<file path="config.mk">
export PLATFORM = sky130hd
export DESIGN_NAME = uart_rx_cfg
export DESIGN_NICKNAME = d
export VERILOG_FILES = /design/src/rtl/uart_pkg.sv /design/src/rtl/uart_baud_tick.sv /design/src/rtl/uart_rx_cfg.sv
export SDC_FILE = /design/constraint.sdc
export NUM_CORES = 1
export LEC_CHECK = 0
export CAP_MARGIN = 20
export CORE_ASPECT_RATIO = 1.5
export CORE_MARGIN = 4
export CORE_UTILIZATION = 60
export CTS_BUF_LIST = sky130_fd_sc_hd__clkbuf_8
export DETAILED_ROUTE_END_ITERATION = 12
export GPL_TIMING_DRIVEN = 1
export PLACE_DENSITY_LB_ADDON = 0.12
export SETUP_SLACK_MARGIN = 0.02
export SYNTH_ARGS = -nofsm -noshare
export SYNTH_HDL_FRONTEND = slang
export SYNTH_SLANG_ARGS = --single-unit
export TNS_END_PERCENT = 5
</file>
<file path="constraint.sdc">
create_clock -name sys_clk -period 2.02 [get_ports sys_clk]
set_input_delay 0.404 -clock sys_clk [delete_from_list [all_inputs] [get_ports sys_clk]]
set_output_delay 0.404 -clock sys_clk [all_outputs]
set_load 0.02 [all_outputs]
</file>
<file path="src/rtl/uart_pkg.sv">
// Shared UART definitions: receiver state encoding, parity modes, baud divider.
// Latency: n/a (types, constants and a constant function only).
// Backpressure: n/a.
package uart_pkg;

   typedef enum logic [2:0] {
      ST_IDLE   = 3'd0,
      ST_START  = 3'd1,
      ST_DATA   = 3'd2,
      ST_PARITY = 3'd3,
      ST_STOP   = 3'd4,
      ST_BRK    = 3'd5
   } rx_state_t;

   localparam int PAR_NONE = 0;
   localparam int PAR_ODD  = 1;
   localparam int PAR_EVEN = 2;

   // Clock cycles per oversampling tick, rounded to nearest, never below 1.
   function automatic int uart_div(input int clk, input int baud, input int os);
      longint den;
      longint q;
      den = longint'(baud) * longint'(os);
      q   = (longint'(clk) + den / 2) / den;
      return (q < 1) ? 1 : int'(q);
   endfunction

endpackage

</file>
<file path="src/rtl/uart_baud_tick.sv">
// Oversampling tick generator: one-cycle tick every DIV cycles while clr is low.
// Latency: first tick DIV cycles after clr drops; tick is combinational from the count.
// Backpressure: none; clr holds the count at zero and suppresses tick.
// Ports: clk/rst clock and async active-high reset, clr synchronous clear, tick output.
module uart_baud_tick #(
   parameter int DIV = 1
) (
   input  logic clk,
   input  logic rst,
   input  logic clr,
   output logic tick
);

   localparam int            CW   = (DIV > 1) ? $clog2(DIV) : 1;
   localparam logic [CW-1:0] LAST = CW'(DIV - 1);

   logic [CW-1:0] cnt;

   assign tick = !clr && (cnt == LAST);

   always_ff @(posedge clk or posedge rst) begin
      if (rst)
         cnt <= '0;
      else if (clr || cnt == LAST)
         cnt <= '0;
      else
         cnt <= cnt + 1'b1;
   end

endmodule

</file>
<file path="src/rtl/uart_rx_cfg.sv">
// Configurable UART receiver with majority-vote sampling, false-start and break handling.
// Latency: 3 cycles line edge to FSM reaction; 1 cycle from last stop commit to rx_valid/overrun.
// Backpressure: one-word holding register; a frame completing while the word is unaccepted is dropped (overrun pulse).
// Ports: sys_clk/sys_rst, uart_rx serial in, rx_data/rx_valid/rx_ready word handshake,
//        parity_err/frame_err qualify the held word, overrun pulses on a dropped frame.
module uart_rx_cfg
   import uart_pkg::*;
#(
   parameter int CLK_FREQ   = 50_000_000,
   parameter int BAUD       = 115200,
   parameter int OVERSAMPLE = 16,
   parameter int DATA_BITS  = 8,
   parameter int PARITY     = 0,
   parameter int STOP_BITS  = 1
) (
   input  logic                 sys_clk,
   input  logic                 sys_rst,
   input  logic                 uart_rx,
   output logic [DATA_BITS-1:0] rx_data,
   output logic                 rx_valid,
   input  logic                 rx_ready,
   output logic                 parity_err,
   output logic                 frame_err,
   output logic                 overrun
);

   localparam int DIV = uart_div(CLK_FREQ, BAUD, OVERSAMPLE);
   localparam int M   = OVERSAMPLE / 2;
   localparam int SCW = $clog2(OVERSAMPLE);

   localparam logic [SCW-1:0] SC_S0   = SCW'(M - 1);
   localparam logic [SCW-1:0] SC_S1   = SCW'(M);
   localparam logic [SCW-1:0] SC_CMT  = SCW'(M + 1);
   localparam logic [SCW-1:0] SC_END  = SCW'(OVERSAMPLE - 1);
   localparam logic [3:0]     BIT_LST = 4'(DATA_BITS - 1);
   localparam logic           STP_LST = 1'(STOP_BITS - 1);

   rx_state_t state, state_nxt;

   logic                 rx_m, rx_s, rx_prev;
   logic                 tick;
   logic [SCW-1:0]       sc;
   logic                 samp0, samp1;
   logic                 maj, commit, bit_end;
   logic [DATA_BITS-1:0] shreg;
   logic [3:0]           bit_cnt;
   logic                 stop_cnt;
   logic                 perr_acc, ferr_acc, ferr_now;
   logic                 frame_done;

   // Two-flop synchroniser plus one history flop for falling-edge detection.
   // All reset high so that reset release never looks like a start edge.
   always_ff @(posedge sys_clk or posedge sys_rst) begin
      if (sys_rst) begin
         rx_m    <= 1'b1;
         rx_s    <= 1'b1;
         rx_prev <= 1'b1;
      end else begin
         rx_m    <= uart_rx;
         rx_s    <= rx_m;
         rx_prev <= rx_s;
      end
   end

   // Tick counter is held cleared in IDLE so each frame is phase-aligned to its start edge.
   uart_baud_tick #(.DIV(DIV)) u_tick (
      .clk  (sys_clk),
      .rst  (sys_rst),
      .clr  (state == ST_IDLE),
      .tick (tick)
   );

   assign maj      = (samp0 & samp1) | (samp0 & rx_s) | (samp1 & rx_s);
   assign commit   = tick && (sc == SC_CMT);
   assign bit_end  = tick && (sc == SC_END);
   assign ferr_now = ferr_acc | ~maj;

   always_ff @(posedge sys_clk or posedge sys_rst) begin
      if (sys_rst)
         state <= ST_IDLE;
      else
         state <= state_nxt;
   end

   always_comb begin
      state_nxt  = state;
      frame_done = 1'b0;
      case (state)
         ST_IDLE:   if (rx_prev && !rx_s) state_nxt = ST_START;
         ST_START: begin
            if (commit && maj)
               state_nxt = ST_IDLE;
            else if (bit_end)
               state_nxt = ST_DATA;
         end
         ST_DATA: begin
            if (bit_end && bit_cnt == BIT_LST)
               state_nxt = (PARITY != PAR_NONE) ? ST_PARITY : ST_STOP;
         end
         ST_PARITY: if (bit_end) state_nxt = ST_STOP;
         ST_STOP: begin
            // Completion happens at the commit point so a back-to-back start
            // edge in the second half of the stop bit is not missed.
            if (commit && stop_cnt == STP_LST) begin
               frame_done = 1'b1;
               state_nxt  = (ferr_now && shreg == '0) ? ST_BRK : ST_IDLE;
            end
         end
         ST_BRK:    if (rx_s) state_nxt = ST_IDLE;
         default:   state_nxt = ST_IDLE;
      endcase
   end

   // Bit timing, sampling and shift register.
   always_ff @(posedge sys_clk or posedge sys_rst) begin
      if (sys_rst) begin
         sc       <= '0;
         samp0    <= 1'b1;
         samp1    <= 1'b1;
         shreg    <= '0;
         bit_cnt  <= '0;
         stop_cnt <= 1'b0;
         perr_acc <= 1'b0;
         ferr_acc <= 1'b0;
      end else if (state == ST_IDLE) begin
         sc       <= '0;
         bit_cnt  <= '0;
         stop_cnt <= 1'b0;
         perr_acc <= 1'b0;
         ferr_acc <= 1'b0;
      end else begin
         if (tick)
            sc <= (sc == SC_END) ? '0 : sc + 1'b1;
         if (tick && sc == SC_S0)
            samp0 <= rx_s;
         if (tick && sc == SC_S1)
            samp1 <= rx_s;
         if (state == ST_DATA && commit)
            shreg <= {maj, shreg[DATA_BITS-1:1]};
         if (state == ST_DATA && bit_end)
            bit_cnt <= bit_cnt + 1'b1;
         if (state == ST_PARITY && commit)
            perr_acc <= (PARITY != PAR_NONE) && ((^shreg ^ maj) != (PARITY == PAR_ODD));
         if (state == ST_STOP && commit)
            ferr_acc <= ferr_now;
         if (state == ST_STOP && bit_end)
            stop_cnt <= 1'b1;
      end
   end

   // Output holding register: accept a new word when empty or draining this cycle.
   always_ff @(posedge sys_clk or posedge sys_rst) begin
      if (sys_rst) begin
         rx_data    <= '0;
         rx_valid   <= 1'b0;
         parity_err <= 1'b0;
         frame_err  <= 1'b0;
         overrun    <= 1'b0;
      end else begin
         overrun <= 1'b0;
         if (frame_done) begin
            if (!rx_valid || rx_ready) begin
               rx_data    <= shreg;
               parity_err <= (PARITY != PAR_NONE) && perr_acc;
               frame_err  <= ferr_now;
               rx_valid   <= 1'b1;
            end else begin
               overrun <= 1'b1;
            end
         end else if (rx_valid && rx_ready) begin
            rx_valid <= 1'b0;
         end
      end
   end

endmodule

</file>
==> summary.md <==
| Metric | Value |
|---|---|
| Commonest non-fill, non-tap cell in the layout | `dfrtp_1` |
| Most frequent cells in the layout | `dfrtp_1 (37), nor2_1 (16), clkdlybuf4s50_1 (14)` |
| Setup CP Type | `reg2reg` |
| Slew HR | `approximately 66%` |
| Die H | `78.9 um` |
| Sink Count | `42` |
| Setup TNS | `0 ns` |
| Post-DRT Antenna Nets | `0` |
| Rows | `25` |
| Largest net degree at the start of global routing | `43` |
| Slew Viols, Final | `0` |
| GRT Total Usage | `20.2%` |
| WP buf/inv | `2` |
| GP Congestion | `0.832` |
| FF-to-FF path depth | `6` |
| Critical path's slowest cell | `dfrtp_1` |
| Status | `finished clean` |
| Clock root buffer | `clkbuf_8` |
| CP Cell Sequence | `inv_1, ha_1, nand4b_4, buf_4, nor3_4, mux2_2` |
| Synth Net Count | `roughly 180` |
| DP Wirelength | `between 2000 and 3000 um` |
| Router iterations before antenna repair | `4` |
| H-tree levels | `2` |
| Hold path startpoint | `rx_m$_DFF_PP1_` |
| Reg-to-reg endpoint | `shreg[4]$_DFFE_PP0P_` |
| Drt drc | `0` |
| Wire per inst | `between 15 and 20 um` |
| Clk_skew | `~0.0042 ns` |
| Avg Vias per Cell | `around 5.8` |
| Syn avg cell area | `approximately 12 um2` |
| Die W | `~55 um` |
| Sequential area share after synthesis | `52.6%` |
| Xor and xnor area share after synthesis | `2.18%` |
| Min Clock Period, post-route | `1.91 ns` |
| Hold Slack | `0.362 ns` |
| Area of the core | `3190 um2` |
| Reg clk slew, reported paths | `0.08 ns` |
| Unrepaired setup endpoints after global routing | `true` |
| Slew of the pin with the lowest slew margin | `roughly 0.51 ns` |
| Global-route wire length before repair | `between 6000 and 7000 um` |
| Largest family of logic cells by synthesized area | `simple AND/OR/NAND/NOR gates` |
| Final count of negative-setup-slack endpoints | `0` |
| Worst Hold End | `rx_s$_DFF_PP1_` |
| CTS tree | `yes` |
| Post-synth EDFFs | `0` |
| Final Hold Fails | `0` |
| Syn Inst Count | `approximately 170` |
| Vias in the first global route | `1,486` |
| WL final | `3810 um` |
| P&R area growth vs syn | `20.2%` |
| Share of cells above drive strength 1 | `between 20% and 30%` |
| Max Cap Viol | `0` |
| CP arrival | `2.09 ns` |
| Hold path cells | `0` |
| Initial antenna violation count | `0` |
| Clock latency on the worst-skew pair | `about 0.30 ns` |
| Fin crit share | `94.4%` |
| Peak VDD IR | `0.650 mV` |
| Ys async rst share | `between 90% and 100%` |
| Fmax achieved | `between 500 and 600 MHz` |
| Yosys warning total | `0` |
| PD cells | `861 nW/um2` |
| Num CTS Buffers | `5` |
| DRT iter0 DRCs | `31` |
| Via count | `around 1,400` |
| Critical path required time | `roughly 2.2 ns` |
| Worst setup EP type | `flip-flop` |
| CP Max Fanout | `9` |
| Initial core utilization | `between 60% and 70%` |
| CP peak stage delay | `0.42 ns` |
| # port buffers | `14` |
| Top_reg_cell synth | `dfrtp_1` |
| Hold WC Path Type | `reg2reg` |
| P_leak | `1.17 nW` |
| FF+latch count, synth | `42` |
| Post-synthesis adder-cell area fraction | `under 10%` |
| Compound-Gate Fraction of Synth Area | `approximately 8.3%` |
| Number of unique standard cell types used by synthesis | `50` |
| Max Root-Sink Buffers | `2` |
| R2r setup slk | `0.11 ns` |
| CP Launch Type | `flip-flop` |
| Simple-gate portion of the synthesized area | `between 10% and 20%` |
| Cell family with most CP delay | `simple AND/OR/NAND/NOR gates` |
| Congestion Overflow GR | `0` |
| Hold buffers post-CTS | `0` |
| Worst r2r src | `u_tick.cnt[0]$_DFF_PP0_` |
| Post-layout util | `75.7%` |
| Mux contribution to synthesized area | `12.9%` |
| Diode count | `0` |
| Die area | `4360 um2` |
| Synthesized area | `2010 um2` |
| Final net count | `205` |
| I/O Pins | `16` |
## per-layer routing
metal / track usage [%] / part of all wire (%)
met5: 0 / 0
met4: 9.98 / 3.0
met3: 4.39 / 2.8
met2: 36.5 / 55
met1: 22.0 / 39
## cell type report
type                    count  area [um2]
repair buffers             24         228
flip-flops and latches     42        1060
inverters                   6        22.5
multi-input cells         116         915
clock inverters             2        60.1
clock buffers               6        82.6
well taps                  40        50.0
fillers                   211         776
## kinds of logic after synthesis
logic type / after synthesis
AO/OA/AOI/OAI: 24
adder cells (fa/ha/maj): 7
multiplexers: 20
XOR/XNOR: 5
AND/OR/NAND/NOR: 59
buffers and inverters: 10
other: 1
flip-flops: 42
## Yosys cell counts, drive strengths merged (2+ instances only)
cell type  number  area share [%]
dfrtp          37              46
mux2           20              13
nor2           18             3.9
nand2          13             2.4
ha              6             3.7
inv             6             1.1
a21oi           5             1.2
dfstp           5             6.5
nand3           5             1.2
o21ai           4             1.0
a22o            3             1.3
nand2b          3            0.93
nand4b          3             2.4
nor3            3             1.3
xor2            3             1.3
a21o            2            0.75
buf             2            0.93
clkbuf          2            0.37
nand3b          2            0.75
nor4            2            0.62
o31ai           2            0.75
or3             2            0.62
xnor2           2            0.87
## per-stage QoR
| stage | setup slack, ns | cell area (um2) | power, mW | std cells |
|---|---|---|---|---|
| floorplan | 0.164 | 2010 | 1.17 | 168 |
| global placement | 0.144 | 2240 | 1.27 | 225 |
| detailed placement | 0.0339 | 2240 | 1.29 | 225 |
| CTS | 0.0350 | 2380 | 2.09 | 233 |
| global route | 0.00519 | 2410 | 2.18 | 236 |
| finish | 0.114 | 2410 | 2.08 | 236 |
## power breakdown
| group | switching [mW] | internal, mW |
|---|---|---|
| logic | 0.204 | 0.132 |
| registers | 0.0577 | 0.884 |
| clock network | 0.275 | 0.527 |
## sequential cells by signal, summed over array words and instances, names as in the netlist, 3 cells and up
name / cells
shreg: 8
bit_cnt: 4
state: 3
rx_data: 8
u_tick.cnt: 5
sc: 4
## repair_timing
item,CTS,global route
endpoints found under the setup margin,0,14
buffers inserted,0,3
resized for setup,0,2
## how the worst max path moves through the flow
stage	start	to	slack, ns	cells past startpoint
after global routing	u_tick.cnt[0]$_DFF_PP0_	shreg[4]$_DFFE_PP0P_	0.005	6
after floorplan	u_tick.cnt[0]$_DFF_PP0_	frame_err$_DFFE_PP0P_	0.16	8
final	u_tick.cnt[0]$_DFF_PP0_	shreg[4]$_DFFE_PP0P_	0.11	6
after detailed placement	u_tick.cnt[0]$_DFF_PP0_	state[0]$_DFFE_PP0P_	0.03	8
after CTS	u_tick.cnt[0]$_DFF_PP0_	state[0]$_DFFE_PP0P_	0.04	8
after global placement	u_tick.cnt[0]$_DFF_PP0_	state[0]$_DFFE_PP0P_	0.14	8
Power figures use the tool's default switching activity.
